**src/rtl/trigger_sequencer.sv**
```systemverilog
// Multi-stage sequential trigger: per-stage level/edge conditions with occurrence
// counts, evaluated in order; emits a one-cycle run pulse when the last stage completes.
module trigger_sequencer #(
    parameter int SAMPLE_WIDTH = 8,
    parameter int NUM_STAGES   = 4,
    parameter int COUNT_WIDTH  = 16,
    localparam int STAGE_W     = (NUM_STAGES > 1) ? $clog2(NUM_STAGES) : 1
) (
    input  logic                    clock,
    input  logic                    reset,
    input  logic                    valid,
    input  logic [SAMPLE_WIDTH-1:0] dataIn,
    input  logic                    arm,
    input  logic                    disarm,
    input  logic                    cfg_we,
    input  logic [STAGE_W-1:0]      cfg_stage,
    input  logic [2:0]              cfg_sel,
    input  logic [31:0]             cfg_data,
    output logic                    run,
    output logic                    armed,
    output logic                    triggered,
    output logic [STAGE_W-1:0]      stage
);

    localparam int NSW = $clog2(NUM_STAGES + 1);
    localparam logic [NSW-1:0] NS_MAX    = NSW'(NUM_STAGES);
    localparam logic [31:0]    NS_MAX_32 = 32'(NUM_STAGES);

    typedef enum logic [1:0] {
        ST_IDLE  = 2'd0,
        ST_ARMED = 2'd1,
        ST_FIRED = 2'd2
    } state_t;

    state_t                    state_r, state_nxt_s;
    logic [STAGE_W-1:0]        stage_r, stage_nxt_s;
    logic [COUNT_WIDTH-1:0]    cnt_r, cnt_nxt_s, cnt_inc_s, cnt_eff_s;
    logic [SAMPLE_WIDTH-1:0]   prev_r, prev_nxt_s;
    logic                      prev_valid_r, prev_valid_nxt_s;
    logic                      fire_s, match_s, last_stage_s;
    logic                      run_r, armed_r, triggered_r;
    logic                      run_nxt_s, armed_nxt_s, triggered_nxt_s;

    logic [SAMPLE_WIDTH-1:0]   value_r [NUM_STAGES];
    logic [SAMPLE_WIDTH-1:0]   mask_r  [NUM_STAGES];
    logic [SAMPLE_WIDTH-1:0]   rise_r  [NUM_STAGES];
    logic [SAMPLE_WIDTH-1:0]   fall_r  [NUM_STAGES];
    logic [COUNT_WIDTH-1:0]    count_r [NUM_STAGES];
    logic [NSW-1:0]            num_stages_r, ns_clamp_s;
    logic                      cfg_wr_s, cfg_stage_ok_s;

    // Edge bits demand a known previous sample, so nothing with rise/fall matches first.
    function automatic logic stage_match(
        input logic [SAMPLE_WIDTH-1:0] data,
        input logic [SAMPLE_WIDTH-1:0] prev,
        input logic                    pvalid,
        input logic [SAMPLE_WIDTH-1:0] value,
        input logic [SAMPLE_WIDTH-1:0] mask,
        input logic [SAMPLE_WIDTH-1:0] rise,
        input logic [SAMPLE_WIDTH-1:0] fall
    );
        logic [SAMPLE_WIDTH-1:0] rose, fell;
        rose = pvalid ? (~prev & data) : {SAMPLE_WIDTH{1'b0}};
        fell = pvalid ? (prev & ~data) : {SAMPLE_WIDTH{1'b0}};
        return (((data ^ value) & mask) == {SAMPLE_WIDTH{1'b0}}) &&
               ((rise & ~rose) == {SAMPLE_WIDTH{1'b0}}) &&
               ((fall & ~fell) == {SAMPLE_WIDTH{1'b0}});
    endfunction

    assign cfg_wr_s       = cfg_we && !arm && !disarm && (state_r != ST_ARMED);
    assign cfg_stage_ok_s = (NSW + 1)'(cfg_stage) < (NSW + 1)'(NS_MAX);
    assign match_s        = stage_match(dataIn, prev_r, prev_valid_r, value_r[stage_r],
                                        mask_r[stage_r], rise_r[stage_r], fall_r[stage_r]);
    assign cnt_eff_s      = (count_r[stage_r] == {COUNT_WIDTH{1'b0}}) ?
                            COUNT_WIDTH'(1'b1) : count_r[stage_r];
    assign cnt_inc_s      = (cnt_r == {COUNT_WIDTH{1'b1}}) ? cnt_r : cnt_r + COUNT_WIDTH'(1'b1);
    assign last_stage_s   = ((NSW + 1)'(stage_r) + (NSW + 1)'(1'b1)) >= (NSW + 1)'(num_stages_r);

    // Clamp the requested stage count into 1..NUM_STAGES.
    always_comb begin
        if (cfg_data == 32'd0) begin
            ns_clamp_s = NSW'(1'b1);
        end else if (cfg_data > NS_MAX_32) begin
            ns_clamp_s = NS_MAX;
        end else begin
            ns_clamp_s = cfg_data[NSW-1:0];
        end
    end

    // Configuration registers; only written while not armed.
    always_ff @(posedge clock) begin
        if (reset) begin
            for (int i = 0; i < NUM_STAGES; i++) begin
                value_r[i] <= {SAMPLE_WIDTH{1'b0}};
                mask_r[i]  <= {SAMPLE_WIDTH{1'b0}};
                rise_r[i]  <= {SAMPLE_WIDTH{1'b0}};
                fall_r[i]  <= {SAMPLE_WIDTH{1'b0}};
                count_r[i] <= {COUNT_WIDTH{1'b0}};
            end
            num_stages_r <= NSW'(1'b1);
        end else if (cfg_wr_s) begin
            case (cfg_sel)
                3'd0: if (cfg_stage_ok_s) value_r[cfg_stage] <= cfg_data[SAMPLE_WIDTH-1:0];
                3'd1: if (cfg_stage_ok_s) mask_r[cfg_stage]  <= cfg_data[SAMPLE_WIDTH-1:0];
                3'd2: if (cfg_stage_ok_s) rise_r[cfg_stage]  <= cfg_data[SAMPLE_WIDTH-1:0];
                3'd3: if (cfg_stage_ok_s) fall_r[cfg_stage]  <= cfg_data[SAMPLE_WIDTH-1:0];
                3'd4: if (cfg_stage_ok_s) count_r[cfg_stage] <= cfg_data[COUNT_WIDTH-1:0];
                3'd5: num_stages_r <= ns_clamp_s;
                default: ;
            endcase
        end
    end

    // Sequencer state register.
    always_ff @(posedge clock) begin
        if (reset) begin
            state_r      <= ST_IDLE;
            stage_r      <= {STAGE_W{1'b0}};
            cnt_r        <= {COUNT_WIDTH{1'b0}};
            prev_r       <= {SAMPLE_WIDTH{1'b0}};
            prev_valid_r <= 1'b0;
        end else begin
            state_r      <= state_nxt_s;
            stage_r      <= stage_nxt_s;
            cnt_r        <= cnt_nxt_s;
            prev_r       <= prev_nxt_s;
            prev_valid_r <= prev_valid_nxt_s;
        end
    end

    // Next-state logic: disarm beats arm, and either one suppresses sample evaluation.
    always_comb begin
        state_nxt_s      = state_r;
        stage_nxt_s      = stage_r;
        cnt_nxt_s        = cnt_r;
        prev_nxt_s       = prev_r;
        prev_valid_nxt_s = prev_valid_r;
        fire_s           = 1'b0;
        if (disarm) begin
            state_nxt_s = ST_IDLE;
        end else if (arm) begin
            state_nxt_s      = ST_ARMED;
            stage_nxt_s      = {STAGE_W{1'b0}};
            cnt_nxt_s        = {COUNT_WIDTH{1'b0}};
            prev_valid_nxt_s = 1'b0;
        end else if ((state_r == ST_ARMED) && valid) begin
            prev_nxt_s       = dataIn;
            prev_valid_nxt_s = 1'b1;
            if (match_s && (cnt_inc_s >= cnt_eff_s) && last_stage_s) begin
                state_nxt_s = ST_FIRED;
                cnt_nxt_s   = cnt_inc_s;
                fire_s      = 1'b1;
            end else if (match_s && (cnt_inc_s >= cnt_eff_s)) begin
                stage_nxt_s = stage_r + STAGE_W'(1'b1);
                cnt_nxt_s   = {COUNT_WIDTH{1'b0}};
            end else if (match_s) begin
                cnt_nxt_s = cnt_inc_s;
            end else begin
                cnt_nxt_s = cnt_r;
            end
        end else begin
            state_nxt_s = state_r;
        end
    end

    // Output decode from the upcoming state.
    always_comb begin
        run_nxt_s = fire_s;
        case (state_nxt_s)
            ST_IDLE:  begin armed_nxt_s = 1'b0; triggered_nxt_s = 1'b0; end
            ST_ARMED: begin armed_nxt_s = 1'b1; triggered_nxt_s = 1'b0; end
            ST_FIRED: begin armed_nxt_s = 1'b0; triggered_nxt_s = 1'b1; end
            default:  begin armed_nxt_s = 1'b0; triggered_nxt_s = 1'b0; end
        endcase
    end

    // Registered status outputs.
    always_ff @(posedge clock) begin
        if (reset) begin
            run_r       <= 1'b0;
            armed_r     <= 1'b0;
            triggered_r <= 1'b0;
        end else begin
            run_r       <= run_nxt_s;
            armed_r     <= armed_nxt_s;
            triggered_r <= triggered_nxt_s;
        end
    end

    assign run       = run_r;
    assign armed     = armed_r;
    assign triggered = triggered_r;
    assign stage     = stage_r;

endmodule

```
**config.mk**
```make
export PLATFORM = sky130hd
export DESIGN_NAME = trigger_sequencer
export DESIGN_NICKNAME = d
export VERILOG_FILES = /design/src/rtl/trigger_sequencer.sv
export SDC_FILE = /design/constraint.sdc
export NUM_CORES = 1
export LEC_CHECK = 0
export ABC_AREA = 1
export CAP_MARGIN = 20
export CORE_MARGIN = 4
export CORE_UTILIZATION = 61
export DETAILED_ROUTE_END_ITERATION = 7
export PLACE_DENSITY = 0.8
export SYNTH_ARGS = -nofsm -noshare
export SYNTH_HDL_FRONTEND = slang
export SYNTH_SLANG_ARGS = --single-unit
```
**constraint.sdc**
```tcl
create_clock -name clock -period 4.45 [get_ports clock]
set_input_delay 1.335 -clock clock [delete_from_list [all_inputs] [get_ports clock]]
set_output_delay 1.335 -clock clock [all_outputs]
set_load 0.02 [all_outputs]
```
==> impl_metrics.env <==
export IMPL_io_pins=56
export IMPL_fp_row_count=50
export IMPL_timing_final_crit_share_pct=83.1
export IMPL_grt_use_total_pct=27.4
export IMPL_cts_repair_resized=0
export IMPL_viasPerCell=5.75
export IMPL_wl_per_cell_um=17.9
export IMPL_drc=0
export IMPL_syn_area_per_cell_um2=8.50
export IMPL_fmax_mhz=270
export IMPL_ys_ff_latch=229
export IMPL_antenna_found_initial=0
export IMPL_layout_commonest_cell="nand2_1"
export IMPL_synth_net_count=1455
export IMPL_drt_pass1_iter_count=7
export IMPL_path_class="reg -> reg"
export IMPL_fillers=1431
export IMPL_cts_sinks=229
export IMPL_place_area_um2=12500
export IMPL_layout_common_cells="nand2_1 (403), nor2_1 (234), edfxtp_1 (192)"
export IMPL_areaGrowthSynthToFinish_pct=12.7
export IMPL_die_area_um2=21500
export IMPL_cp_start_kind="flip-flop"
export IMPL_slew_headroom_pct=35.3
export IMPL_grt_start_max_net_pins=73
export IMPL_p_seq_share_pct=51.1
export IMPL_ant_nets=0
export IMPL_leakagePower_uw=0.00558
export IMPL_combPwrFrac_pct=7.6
export IMPL_fin_crit_ns=3.70
export IMPL_cts_tree="built"
export IMPL_cts_setup_buffers=0
export IMPL_post_dp_hpwl_mm=19.8
export IMPL_die_y_um=147
export IMPL_vdd_ir_drop_max_v=0.000311
export IMPL_grt_pass1_wl_mm=47.0
export IMPL_power_switching_uw=1080
export IMPL_nets=1493
export IMPL_hp_class="reg -> reg"
export IMPL_finalSetupViolCount=0
export IMPL_fin_skew_ns=0.0271
export IMPL_finish_utilization_pct=70.3
export IMPL_stdcell_area_um2=13200
export IMPL_drt_total_wl_mm=30.4
export IMPL_synth_area_um2=11700
export IMPL_grt_remaining_overflow=0
export IMPL_drive_above_1_share_pct=5.15
export IMPL_rsz0062_at_grt="false"
export IMPL_routabilityCongestion=0.967
export IMPL_port_buffers=55
export IMPL_grt_pass1_vias=8997
export IMPL_yosysWarnings=0
export IMPL_clock_tree_root_cell="clkbuf_16"
export IMPL_clk_pin_slew_ns=0.06
export IMPL_yosysSeqAreaShare_pct=55.4
export IMPL_clockPowerShare_pct=41.2
export IMPL_numCtsBuffers=24
export IMPL_worstPathRequired_ns=4.89
export IMPL_die_width_um=147
export IMPL_drtIter0Drc=1117
export IMPL_arrival_ns=4.14
export IMPL_power_density_nw_per_um2=352
export IMPL_tightest_slew_ns=0.968
export IMPL_synthDistinctLibCells=37
export IMPL_holdBufCountCts=0
export IMPL_clk_latency_ns=0.54
export IMPL_seq_area_um2=6510
export IMPL_setup_tns_ns=0
export IMPL_clockBufferDepth=3
export IMPL_core_area_um2=18800
export IMPL_final_max_slew_viol_count=0
export IMPL_p_int_uw=3580
export IMPL_final_hold_viol_count=0
export IMPL_ctsHtreeMaxLevel=1
export IMPL_synthCells=1383
export IMPL_vias=9760
export IMPL_switching_share_pct=23.2
export IMPL_drv_cap=0
export IMPL_worstSetupEndpointType="flip-flop"
export IMPL_status="complete, no violations"
export IMPL_multiInputGateArea_um2=4470
export IMPL_initial_utilization_pct=62.4
export IMPL_diodes=0
export IMPL_crit_fanout=47
stage by stage:
step / std cells / power (µW) / worst slack, ns / hold WS [ns]
floorplan: 1383 / 2630 / 0.863 / 0.457
CTS: 1697 / 4660 / 0.816 / 0.507
global placement: 1655 / 2770 / 0.524 / 0.487
global route: 1697 / 4800 / 0.432 / 0.547
finish: 1697 / 4660 / 0.750 / 0.515
detailed placement: 1655 / 2780 / 0.391 / 0.495
power by group through the flow:
stage	sequential, µW	clock, µW	combinational (µW)
floorplan	2420	0	207
finish	2380	1920	356
detailed placement	2430	0	346
global placement	2430	0	341
global route	2390	2020	386
CTS	2380	1920	350
flip-flops by register name (all words and copies together), names as in the netlist, named ones only:
| signal | count |
|---|---|
| count_r | 64 |
| fall_r | 32 |
| mask_r | 32 |
| rise_r | 32 |
| value_r | 32 |
| cnt_r | 16 |
| prev_r | 8 |
| num_stages_r | 3 |
| stage | 2 |
| state_r | 2 |
| armed | 1 |
| prev_valid_r | 1 |
| run | 1 |
| triggered | 1 |
worst max-delay path, cell delays in order, from the launching register on:
cell and delay [ns]:
dfxtp_4 0.61, inv_4 0.29, nand2_1 0.16, a32o_1 0.28, nand4_1 0.13, o41ai_1 0.45
ha_1 0.22, inv_1 0.04, a21oi_1 0.11, o21a_1 0.12, nor2_1 0.03, o21ai_0 0.14
nand3_1 0.19, nand3_2 0.32, nand2_1 0.14, nand2_1 0.12, nand2_1 0.05, a21oi_1 0.15
cell type report:
| class | count | share of cell area [%] |
|---|---|---|
| Tap cell | 260 | 2.46 |
| Clock buffer | 33 | 5.00 |
| Multi-Input combinational cell | 974 | 33.7 |
| Inverter | 106 | 3.04 |
| Sequential cell | 229 | 49.1 |
| Clock inverter | 9 | 0.727 |
| Timing Repair Buffer | 86 | 5.91 |
synthesized netlist by cell type, drive strengths merged:
library cell | count | area [µm²]
nand2 | 403 | 1510
nor2 | 235 | 885
edfxtp | 192 | 5770
inv | 104 | 395
nand3 | 72 | 365
a21oi | 58 | 302
o21ai | 53 | 265
nor3 | 49 | 245
clkbuf | 43 | 161
dfxtp | 37 | 741
nand4 | 32 | 200
buf | 31 | 211
ha | 21 | 263
a32o | 16 | 160
xor2 | 9 | 78.8
nor4 | 6 | 37.5
xnor2 | 6 | 52.6
nand3b | 3 | 22.5
a31oi | 2 | 12.5
clkinv | 2 | 7.51
or2 | 2 | 12.5
a21o | 1 | 7.51
o211ai | 1 | 7.51
o21a | 1 | 7.51
o21bai | 1 | 7.51
o22ai | 1 | 6.26
o41ai | 1 | 8.76
or4 | 1 | 7.51
cells by family (layout without fill, tap and decap cells):
logic type	after synthesis	count (layout)	synth area share [%]
and+or+nand+nor	803	803	28.0
xor gates and xnor gates	15	15	1.12
AOI/OAI and AO/OA	135	135	6.68
buffers and inverters	180	234	6.60
DFF	229	229	55.4
adders and majority gates	21	21	2.24
routing by layer:
layer,global-route usage (%),part of all wire (%),vias to the layer above
met1,38.8,39,4461
met2,42.7,45,552
li1,-,-,4681
met3,6.48,13,66
met5,0,0,-
met4,8.18,2.8,0
worst paths after layout:
kind,cells after the start,slack (ns),end,startpoint
setup reg to reg,17,0.75,flip-flop,flip-flop
hold reg to reg,2,0.51,cnt_r[5],cnt_r[5]
hold / removal,2,0.51,cnt_r[5],cnt_r[5]
setup / recovery,17,0.75,flip-flop,flip-flop
No activity file was read; power rests on OpenSTA's default activity.
